## config.mk

```make
export PLATFORM = sky130hd
export DESIGN_NAME = axil_master_bridge
export DESIGN_NICKNAME = d
export VERILOG_FILES = /design/src/rtl/axil_master_bridge.sv
export SDC_FILE = /design/constraint.sdc
export NUM_CORES = 1
export LEC_CHECK = 0
export CAP_MARGIN = 5
export CORE_MARGIN = 3
export CORE_UTILIZATION = 33
export DETAILED_ROUTE_END_ITERATION = 6
export HOLD_SLACK_MARGIN = 0.15
export PLACE_DENSITY = 0.75
export SYNTH_ARGS = -nofsm -noshare
export SYNTH_HDL_FRONTEND = slang
export SYNTH_SLANG_ARGS = --single-unit
```

## constraint.sdc

```tcl
create_clock -name clk -period 5.7 [get_ports clk]
set_input_delay 0.57 -clock clk [delete_from_list [all_inputs] [get_ports clk]]
set_output_delay 0.57 -clock clk [all_outputs]
set_load 0.03 [all_outputs]
```

## src/rtl/axil_master_bridge.sv

```systemverilog
// AXI4-Lite master bridge: converts a single-outstanding CPU load/store port into
// AXI4-Lite write (AW/W/B) and read (AR/R) transactions, one at a time.
module axil_master_bridge #(
   parameter int         ADDR_WIDTH = 24,
   parameter int         DATA_WIDTH = 32,
   parameter int         STRB_WIDTH = DATA_WIDTH / 8,
   parameter logic [2:0] PROT       = 3'b000
) (
   input  logic                  clk,
   input  logic                  rst,
   // CPU request / response port
   input  logic                  req_valid,
   output logic                  req_ready,
   input  logic                  req_we,
   input  logic [ADDR_WIDTH-1:0] req_addr,
   input  logic [DATA_WIDTH-1:0] req_wdata,
   input  logic [STRB_WIDTH-1:0] req_wstrb,
   output logic                  resp_valid,
   input  logic                  resp_ready,
   output logic [DATA_WIDTH-1:0] resp_rdata,
   output logic                  resp_err,
   // AXI4-Lite write address channel
   output logic [ADDR_WIDTH-1:0] awaddr,
   output logic [2:0]            awprot,
   output logic                  awvalid,
   input  logic                  awready,
   // AXI4-Lite write data channel
   output logic [DATA_WIDTH-1:0] wdata,
   output logic [STRB_WIDTH-1:0] wstrb,
   output logic                  wvalid,
   input  logic                  wready,
   // AXI4-Lite write response channel
   input  logic [1:0]            bresp,
   input  logic                  bvalid,
   output logic                  bready,
   // AXI4-Lite read address channel
   output logic [ADDR_WIDTH-1:0] araddr,
   output logic [2:0]            arprot,
   output logic                  arvalid,
   input  logic                  arready,
   // AXI4-Lite read data channel
   input  logic [DATA_WIDTH-1:0] rdata,
   input  logic [1:0]            rresp,
   input  logic                  rvalid,
   output logic                  rready
);

   localparam logic [2:0] IDLE  = 3'd0;
   localparam logic [2:0] WRITE = 3'd1;
   localparam logic [2:0] WRESP = 3'd2;
   localparam logic [2:0] READ  = 3'd3;
   localparam logic [2:0] RRESP = 3'd4;
   localparam logic [2:0] RESP  = 3'd5;

   logic [2:0]            state;
   logic [ADDR_WIDTH-1:0] addr_q;
   logic [DATA_WIDTH-1:0] wdata_q;
   logic [STRB_WIDTH-1:0] wstrb_q;
   logic                  awvalid_q;
   logic                  wvalid_q;
   logic                  arvalid_q;
   logic [DATA_WIDTH-1:0] resp_rdata_q;
   logic                  resp_err_q;

   logic accept;
   logic write_done;
   logic unused_resp_bits;

   assign accept = (state == IDLE) && req_valid;

   // Each of AW/W counts as done if it already completed or completes this cycle.
   assign write_done = (!awvalid_q || awready) && (!wvalid_q || wready);

   // Only bit 1 of a response distinguishes SLVERR/DECERR from OKAY/EXOKAY.
   assign unused_resp_bits = bresp[0] ^ rresp[0];

   // NOTE: the request payload registers have no reset; they are only observed while a valid qualifies them.
   always_ff @(posedge clk) begin
      if (accept) begin
         addr_q  <= req_addr;
         wdata_q <= req_wdata;
         wstrb_q <= req_wstrb;
      end
   end

   // NOTE: state is updated with non-blocking assignments so every register samples pre-edge values.
   always_ff @(posedge clk) begin
      if (!rst) begin
         state        <= IDLE;
         awvalid_q    <= 1'b0;
         wvalid_q     <= 1'b0;
         arvalid_q    <= 1'b0;
         resp_rdata_q <= '0;
         resp_err_q   <= 1'b0;
      end else begin
         case (state)
            IDLE: begin
               if (req_valid) begin
                  if (req_we) begin
                     state     <= WRITE;
                     awvalid_q <= 1'b1;
                     wvalid_q  <= 1'b1;
                  end else begin
                     state     <= READ;
                     arvalid_q <= 1'b1;
                  end
               end
            end
            WRITE: begin
               if (awready) awvalid_q <= 1'b0;
               if (wready)  wvalid_q  <= 1'b0;
               if (write_done) state <= WRESP;
            end
            WRESP: begin
               if (bvalid) begin
                  resp_err_q   <= bresp[1];
                  resp_rdata_q <= '0;
                  state        <= RESP;
               end
            end
            READ: begin
               if (arready) begin
                  arvalid_q <= 1'b0;
                  state     <= RRESP;
               end
            end
            RRESP: begin
               if (rvalid) begin
                  resp_rdata_q <= rdata;
                  resp_err_q   <= rresp[1];
                  state        <= RESP;
               end
            end
            RESP: begin
               if (resp_ready) state <= IDLE;
            end
            default: state <= IDLE;
         endcase
      end
   end

   assign req_ready  = (state == IDLE);
   assign resp_valid = (state == RESP);
   assign resp_rdata = resp_rdata_q;
   assign resp_err   = resp_err_q;

   assign awaddr  = addr_q;
   assign awprot  = PROT;
   assign awvalid = awvalid_q;
   assign wdata   = wdata_q;
   assign wstrb   = wstrb_q;
   assign wvalid  = wvalid_q;
   assign bready  = (state == WRESP);
   assign araddr  = addr_q;
   assign arprot  = PROT;
   assign arvalid = arvalid_q;
   assign rready  = (state == RRESP);

endmodule

```

Word level (Yosys, flattened, before mapping)
Index checks and enable logic that the tools add are counted.
{ "word_totals": {"regBits": 99, "output_inout_bits": 130, "word_cells": 63} }
{ "op_classes": {"eq_ne": 15, "muxes": 24, "reduce_logical": 15} }
{ "op_table": {"columns": ["cell", "count"], "rows": [
  ["2-to-1 mux 32 bit", 2],
  ["case mux 32 bit (2 select lines)", 1],
  ["2-to-1 mux 3 bit", 6],
  ["case mux 3 bit (6 select lines)", 1],
  ["inequality test 2 bit (second input constant)", 8],
  ["AND reduction 4 bit", 3],
  ["2-to-1 mux 1 bit", 9],
  ["case mux 1 bit (2 select lines)", 4],
  ["== test 3 x 2 -> 1 bit (second input constant)", 2],
  ["== test 3 bit (second input constant)", 2],
  ["AND reduction 6 bit", 1],
  ["nonzero test 2 bit", 3],
  ["inequality test 2 x 1 -> 1 bit (second input constant)", 2],
  ["== test 3 x 1 -> 1 bit (second input constant)", 1],
  ["zero test 3 bit", 1],
  ["AND reduction 3 bit", 1],
  ["logical AND 1 bit", 2],
  ["zero test 1 bit", 2],
  ["logical OR 1 bit", 2],
  ["2-to-1 mux 2 bit", 1]
]} }

Depth between registers and ports, before layout
Gate-level depths: netlist of the first run.
{ "logic_depth": {"ltp_word": 5, "mapped_depth": 6} }

Least setup slack after synthesis of the first run
No wires, ideal clock.
{ "synth_timing": {"kind": "input-to-reg", "from": "input port req_valid", "to": "register awvalid_q (netlist: awvalid)", "t_arrival_ps": 5277, "required_ps": 5617, "path_slack_ps": 340, "stages": 4, "path_buffers": 0, "cell_sequence": "nand2b_1 -> nor3_1 -> nand2_1 -> a21boi_0"} }
{ "synth_between": {"elab_chain_cells": 2} }
{ "synth_lines": {"columns": ["element", "line_no", "rtl"], "rows": [
  ["start: declaration", "12", "input logic req_valid,"],
  ["inequality test 2 bit (no line)", null, null],
  ["AND reduction 4 bit (no line)", null, null],
  ["end signal: assignment", "90", "awvalid_q <= 1'b0;"],
  ["end signal: assignment", "101", "awvalid_q <= 1'b1;"],
  ["end signal: assignment", "110", "if (awready) awvalid_q <= 1'b0;"],
  ["end: declaration", "59", "logic awvalid_q;"]
]} }
No other way between the ends.
A chain may end at the register's enable or synchronous reset.

Final worst setup path of the first run
{ "layout_timing": {"from": "register state[1]", "to": "output port bready"} }
{ "layout_between": {"elab_chain_cells": 1} }
{ "layout_lines": {"columns": ["element", "line_no", "rtl"], "rows": [
  ["start: declaration", "55", "logic [2:0] state;"],
  ["start signal: assignment", "89", "state <= IDLE;"],
  ["start signal: assignment", "100", "state <= WRITE;"],
  ["start signal: assignment", "104", "state <= READ;"],
  ["== test 3 x 2 -> 1 bit", "153", "assign bready = (state == WRESP);"],
  ["end: declaration", "35", "output logic bready,"]
]} }
No other way between the ends.

==> impl_table.tex, run 1 <==
\begin{tabular}{lr}
\hline
Metric & Value \\
\hline
\multicolumn{2}{l}{\textbf{Timing}} \\
Post-route clock period utilization & 47.4\% \\
Post-route minimum period & 2.70 ns \\
Slew of the pin with the lowest slew margin & 1.17 ns \\
Setup repair after global routing missed its margin & false \\
Layout Skew & 0.0181 ns \\
Final slew viol count & 0 \\
Accumulated negative setup slack & 0 ns \\
Number of hold violations in the final report & 0 \\
Final count of negative-setup-slack endpoints & 0 \\
Worst hold slack after final layout & 0.494 ns \\
Fmax achieved & $\sim$0.37 GHz \\
Max\_slew headroom & 22.0\% \\
\multicolumn{2}{l}{\textbf{Drt}} \\
Post-detailed-route count of antenna-violating nets & 0 \\
Detailed router's first-iteration violation count & 83 \\
Total wirelength of the detailed-routed design & about 10000 um \\
Vias per cell & between 4 and 5 \\
Drc violations & 0 \\
Detail-routed net length per standard cell & 17.1 um \\
Total number of vias & between 2000 and 3000 \\
Total iterations of the first detailed-routing run & 5 \\
\multicolumn{2}{l}{\textbf{Worst hold path}} \\
Worst min-delay path category & reg -> reg \\
Hold Path Origin & wvalid \\
Cell count of the worst hold path & 2 \\
Hold-critical path endpoint & wvalid \\
\multicolumn{2}{l}{\textbf{Critical path}} \\
Signal arrival time at the worst endpoint & 2.13 ns \\
Start of the worst register-to-register path & state[1] \\
Number of cells traversed by the worst register-to-register path & 4 \\
Required time of the critical path & 5.13 ns \\
Critical path, cell by cell & nand2\_1 > nor2\_1 > clkdlybuf4s50\_1 \\
Setup slack of the worst register-to-register path & between 3 and 4 ns \\
Master of the slowest instance on the critical path & clkdlybuf4s50\_1 \\
Critical path's largest stage delay & a little over 0.7 ns \\
Kind of start point of the critical path & register \\
Crit Reg-Reg Endpoint & resp\_rdata[12] \\
Critical path peak fanout & 15 \\
Gate family responsible for the most delay along the worst path & buffers and inverters \\
Setup Crit Path Kind & reg -> out \\
Endpoint kind of the worst setup timing path & primary output \\
Buffer and inverter count on the worst path & 1 \\
\multicolumn{2}{l}{\textbf{GRT}} \\
Total congestion overflow after global routing & 0 \\
Largest net degree at the start of global routing & 56 \\
Antenna violations before repair & 1 \\
Number of global-route vias before repair & 2735 \\
All-layer global routing usage & 16.4\% \\
Global-route wire length before repair & around 16000 um \\
\multicolumn{2}{l}{\textbf{Die}} \\
Effective utilization at floorplan & between 30\% and 40\% \\
I/O pin count & 236 \\
Number of standard-cell rows in the floorplan & 37 \\
Die extent in y & 111 um \\
Overall die area & 0.0124 sq mm \\
Die X-Extent & 111 um \\
Placeable Area & roughly 0.011 sq mm \\
\multicolumn{2}{l}{\textbf{Logic synthesis}} \\
Synthesized flop and latch total & 99 \\
Synthesized instance count & 257 \\
Syn. warnings & 0 \\
Mean post-synth cell area & 14.3 sq um \\
Sequential element share of the synthesized area & 70.4\% \\
Post-synth design cell area & 0.00367 sq mm \\
Number of distinct library cells after synthesis & 32 \\
\multicolumn{2}{l}{\textbf{Place}} \\
Post-detailed-placement half-perimeter wirelength & 7850 um \\
Routability congestion estimate from global placement & 0.773 \\
Number of port buffers & 227 \\
\multicolumn{2}{l}{\textbf{Cells and area}} \\
Count of fill cells added during filler insertion & slightly below 900 \\
Final net count & 564 \\
Layout cell share with drive strength beyond 1 & 5.18\% \\
Layout overhead on the synthesized area & 64.9\% \\
Final Util & 57.3\% \\
\multicolumn{2}{l}{\textbf{Clock tree}} \\
Clock tree sinks & between 90 and 100 \\
Setup Fix Bufs, Post-CTS & 0 \\
Clock buffers created by TritonCTS & 9 \\
Clock transition at path regs & $\sim$0.090 ns \\
Buffer levels on the longest clock path & 2 \\
Number of buffers inserted by hold repair at cts & 0 \\
H-tree depth & 3 \\
Clk root buf & clkbuf\_8 \\
Source-to-sink clock delay at the later pin of the worst-skew pair & 0.36 ns \\
CTS tree & built \\
Quantity of gates resized following cts & 0 \\
\multicolumn{2}{l}{\textbf{Power and ir drop}} \\
Combinational cell fraction of total power & 39.0\% \\
Leak Pwr & 2.06 nW \\
Pint & 1.52 mW \\
Peak supply drop & 0.203 mV \\
Part of the power in the clock network & between 10\% and 20\% \\
Power dissipated by switching net loads & 0.873 mW \\
Power density over cell area & 395 mW/mm\^{}2 \\
Sequential cell fraction of total power & 41.6\% \\
Sw Share & 36.5\% \\
\multicolumn{2}{l}{\textbf{Outcome}} \\
Run status & completed \\
\multicolumn{2}{l}{\textbf{Job}} \\
Number of max-cap violations & 0 \\
\hline
\end{tabular}
layer usage:
layer | vias up | wire length, um | track usage (%)
met5 | - | 0 | 0
met4 | 0 | 295 | 8.68
met3 | 17 | 763 | 4.57
met2 | 140 | 5320 | 28.7
met1 | 1265 | 3890 | 18.1
li1 | 1285 | - | -
cells in the final DEF, fill, tap and decap left out, types with 2 or more instances in the layout:
master and n:
mux2i_1 2, nor2_1 3, clkdlybuf4s50_1 227, a21boi_0 2, nand2b_1 3, clkinvlp_4 3, nand3b_1 3, clkbuf_8 9
nor2b_1 36, nand2_1 12, nor3_2 2, edfxtp_1 60, nand3_1 2, inv_1 2, conb_1 6, dfxtp_1 39
a22oi_1 32, inv_8 2
cells by family (layout without fill, tap and decap cells):
group,after synthesis,in the layout,share of synthesized area [%]
flops,99,99,70.4
simple gates,66,66,10.6
buf+inv,46,247,9.14
compound gates,42,42,8.87
mux,3,3,0.853
other cells,1,7,0.102
how the worst max path moves through the flow:
stage | startpoint | endpoint | slack, ns | depth (start not counted)
global placement | rvalid | resp_rdata[30] | 3.11 | 5
CTS | state[1] | bready | 2.95 | 3
floorplan | req_valid | awvalid | 0.34 | 4
global route | state[1] | bready | 2.86 | 3
detailed placement | rvalid | resp_rdata[12] | 2.99 | 5
finish | state[1] | bready | 3.00 | 3
synth_stat cells:
library cell | n | share of area [%]
nand2_1 | 12 | 1.2
nor3_4 | 1 | 0.44
a21boi_0 | 2 | 0.41
and2_1 | 1 | 0.17
nand3_1 | 2 | 0.27
nor3b_1 | 1 | 0.20
o221a_2 | 1 | 0.31
inv_1 | 2 | 0.20
o21a_1 | 1 | 0.20
buf_2 | 1 | 0.14
buf_6 | 4 | 1.2
nand2b_1 | 3 | 0.51
a21o_1 | 1 | 0.20
buf_4 | 35 | 7.2
mux2i_1 | 2 | 0.55
nor2b_1 | 36 | 6.1
nor3_1 | 2 | 0.27
nor4_1 | 1 | 0.17
a211oi_1 | 1 | 0.20
edfxtp_1 | 60 | 49
dfxtp_1 | 39 | 21
a22oi_1 | 32 | 6.6
nor2_1 | 3 | 0.31
conb_1 | 1 | 0.10
o21ai_0 | 1 | 0.14
nor3_2 | 1 | 0.27
o311ai_1 | 1 | 0.24
nand3b_1 | 3 | 0.61
o211ai_2 | 1 | 0.34
mux2_2 | 1 | 0.31
clkbuf_1 | 4 | 0.41
o211a_1 | 1 | 0.27
state kept, by name, indices dropped and copies added, names as in the netlist:
| name | count |
|---|---|
| resp_rdata | 32 |
| wdata | 32 |
| araddr | 24 |
| wstrb | 4 |
| state | 3 |
| arvalid | 1 |
| awvalid | 1 |
| resp_err | 1 |
| wvalid | 1 |
area by class of cell:
cell class | count | area (sq um) | share of cell area (%)
sequential | 99 | 2580 | 42.7
tap | 136 | 170 | 2.81
antenna | 1 | 2.50 | 0.0414
multi-input combinational | 117 | 773 | 12.8
clock buffer | 9 | 124 | 2.05
timing repair buffer | 229 | 2300 | 38.1
clock inverter | 7 | 83.8 | 1.39
inverter | 2 | 7.51 | 0.124
power groups by stage:
stage | Sequential, mW | Clock (mW) | Combinational, mW
5_1_grt | 1.01 | 0.516 | 0.972
4_1_cts | 0.997 | 0.483 | 0.944
3_3_place_gp | 1.00 | 0 | 0.931
3_5_place_dp | 1.01 | 0 | 0.943
2_1_floorplan | 1.25 | 0 | 0.344
6_report | 0.995 | 0.463 | 0.933
metrics by stage:
step	cells	instance area [sq um]	setup slack (ns)	power [mW]
finish	600	6050	3.00	2.39
CTS	598	6020	2.95	2.42
detailed placement	582	5810	2.99	1.96
global placement	582	5810	3.11	1.94
floorplan	262	3690	0.340	1.60
global route	600	6050	2.86	2.50
tightest hold or removal path: stages (launching register included):
cell and delay [ns]:
dfxtp_1 0.33, nand2_1 0.05, a21boi_0 0.07
(Power assumes the default switching activity.)
==> run 2, diff against run 1 <==
- clock period: 5.7 -> 2.2 ns (I/O delays scaled with it)
==> run 2 against run 1 <==
  * Worst hold slack got worse by 0.082 ns
  * Sequential share of layout area down 0.21 points
  * Clock-buffer cell count is the same
  * Clock skew shrank 0.0072 ns
  * Non-clock buffer count increased by 4
  * Core utilization is 0.31 points higher
  * Combinational power grew to 2.7 times the previous value
  * Die area unchanged
  * Critical endpoint unchanged
==> impl_table.tex, run 2 (synthesized netlist as in run 1, its figures left out) <==
\begin{tabular}{lr}
\hline
Metric & Value \\
\hline
\multicolumn{2}{l}{\textbf{GRT}} \\
Antenna violations before repair & 1 \\
All-layer global routing usage & 16.2\% \\
Global-route wire length before repair & around 16000 um \\
Number of global-route vias before repair & 2785 \\
Total congestion overflow after global routing & 0 \\
Largest net degree at the start of global routing & 62 \\
\multicolumn{2}{l}{\textbf{Critical path}} \\
Setup Crit Path Kind & reg -> out \\
Gate family responsible for the most delay along the worst path & buffers and inverters \\
Critical path's largest stage delay & 0.73 ns \\
Endpoint kind of the worst setup timing path & primary output \\
Critical path peak fanout & 8 \\
Buffer and inverter count on the worst path & 1 \\
Critical path, cell by cell & nand2\_1 > nor2\_1 > clkdlybuf4s50\_1 \\
Signal arrival time at the worst endpoint & 1.85 ns \\
Required time of the critical path & 1.98 ns \\
Kind of start point of the critical path & register \\
Master of the slowest instance on the critical path & clkdlybuf4s50\_1 \\
\multicolumn{2}{l}{\textbf{Clock tree}} \\
H-tree depth & 3 \\
Quantity of gates resized following cts & 0 \\
Clock buffers created by TritonCTS & 9 \\
CTS tree & built \\
Setup Fix Bufs, Post-CTS & 0 \\
Clock tree sinks & 99 \\
Source-to-sink clock delay at the later pin of the worst-skew pair & 0.36 ns \\
Number of buffers inserted by hold repair at cts & 0 \\
Buffer levels on the longest clock path & 2 \\
Clk root buf & clkbuf\_8 \\
Clock transition at path regs & roughly 0.1 ns \\
\multicolumn{2}{l}{\textbf{Place}} \\
Area after DPL & just under 0.006 sq mm \\
Post-detailed-placement half-perimeter wirelength & approximately 7700 um \\
Number of placed cells counting well taps & 587 \\
Number of port buffers & 227 \\
Routability congestion estimate from global placement & 0.779 \\
Post-place setup slack & 0.465 ns \\
\multicolumn{2}{l}{\textbf{Power and ir drop}} \\
Peak supply drop & 0.529 mV \\
Power density over cell area & 1020 mW/mm\^{}2 \\
Leak Pwr & 2.08 nW \\
\multicolumn{2}{l}{\textbf{Drt}} \\
Total number of vias & 2759 \\
Detail-routed net length per standard cell & about 17 um \\
Detailed router's first-iteration violation count & about 110 \\
Total iterations of the first detailed-routing run & 4 \\
Drc violations & 0 \\
Total wirelength of the detailed-routed design & 10200 um \\
Post-detailed-route count of antenna-violating nets & 0 \\
Vias per cell & 4.57 \\
\multicolumn{2}{l}{\textbf{Cells and area}} \\
Final net count & 568 \\
Most common cell after layout, fill and taps aside & clkdlybuf4s50\_1 \\
Final Util & 57.6\% \\
Layout cell share with drive strength beyond 1 & 6.21\% \\
Count of fill cells added during filler insertion & 850 \\
Most frequent cells in the layout & clkdlybuf4s50\_1, edfxtp\_1, dfxtp\_1 \\
Finished Cell Area & 0.00608 sq mm \\
Layout overhead on the synthesized area & 65.8\% \\
Number of standard cells in the layout, taps in and fillers out & 604 \\
\multicolumn{2}{l}{\textbf{Timing}} \\
Fmax achieved & 0.482 GHz \\
Post-route clock period utilization & 94.3\% \\
Post-route minimum period & roughly 2.1 ns \\
Number of hold violations in the final report & 0 \\
Accumulated negative setup slack & 0 ns \\
Final count of negative-setup-slack endpoints & 0 \\
Worst Slack Setup Final & 0.126 ns \\
Final slew viol count & 0 \\
Setup repair after global routing missed its margin & false \\
Layout Skew & 0.0109 ns \\
\multicolumn{2}{l}{\textbf{Die}} \\
Die extent in y & between 100 and 150 um \\
Effective utilization at floorplan & between 30\% and 40\% \\
I/O pin count & 236 \\
Die X-Extent & 111 um \\
Number of standard-cell rows in the floorplan & 37 \\
Overall die area & 0.0124 sq mm \\
Placeable Area & approximately 0.011 sq mm \\
\multicolumn{2}{l}{\textbf{Job}} \\
Number of max-cap violations & 0 \\
\multicolumn{2}{l}{\textbf{Worst hold path}} \\
Worst min-delay path category & in -> reg \\
\multicolumn{2}{l}{\textbf{Outcome}} \\
Run status & completed \\
\hline
\end{tabular}
## run 2: cell count changes in the layout (fill, tap and decap cells not counted)
cell / delta
buf_4: +4
buf_12: +1
clkbuf_16: -1
clkinv_1: +1
dfxtp_1: -1
dfxtp_2: +1
inv_8: -1
nand2b_1: -1
nand2b_4: +1
nor3_2: -1
nor3_4: +1
## run 2: where the power goes
group / total [mW] / internal [mW] / switching (mW) / leakage [nW]
sequential: 2.54 / 2.39 / 0.154 / 0.882
clock: 1.17 / 0.534 / 0.638 / 0.0914
combinational: 2.50 / 1.04 / 1.46 / 1.10
total: 6.22 / 3.96 / 2.25 / 2.08
## run 2: path summary, 6_finish.rpt
check	endpoint	depth (start not counted)	startpoint	slack (ns)
max	bready	3	state[1]	0.13
min	wdata[14]	1	req_wdata[14]	0.41
max reg2reg	resp_rdata[14]	6	state[1]	0.58
min reg2reg	wvalid	2	wvalid	0.49
## run 2: final cells by class
class                           instances  area [sq um]  area share [%]
Sequential cell                        99          2580            42.5
Tap cell                              136           170            2.80
Multi-Input combinational cell        117           787            12.9
Inverter                                2          7.51           0.123
Clock buffer                            9           124            2.04
Antenna cell                            1          2.50          0.0412
Timing Repair Buffer                  233          2330            38.3
Clock inverter                          7          76.3            1.26
## run 2: worst reg2reg max path, delay by kind of cell, from the launching register on
family | cells | cell delay [ns]
buffers and inverters | 2 | 0.57
DFF | 1 | 0.47
and+or+nand+nor | 2 | 0.27
AOI/OAI and AO/OA | 2 | 0.25
## run 2: per-layer routing
metal	up-vias	global-route usage, %	share of wire, %
met5	-	0	0
met4	0	8.35	3.7
met1	1291	17.8	38
li1	1294	-	-
met2	152	28.4	51
met3	22	4.57	7.3
## run 2: per-stage QoR
step,total power [mW],hold WS (ns)
floorplan,4.12,0.319
global placement,5.08,0.474
detailed placement,5.12,0.479
CTS,6.30,0.387
global route,6.50,0.381
finish,6.22,0.412
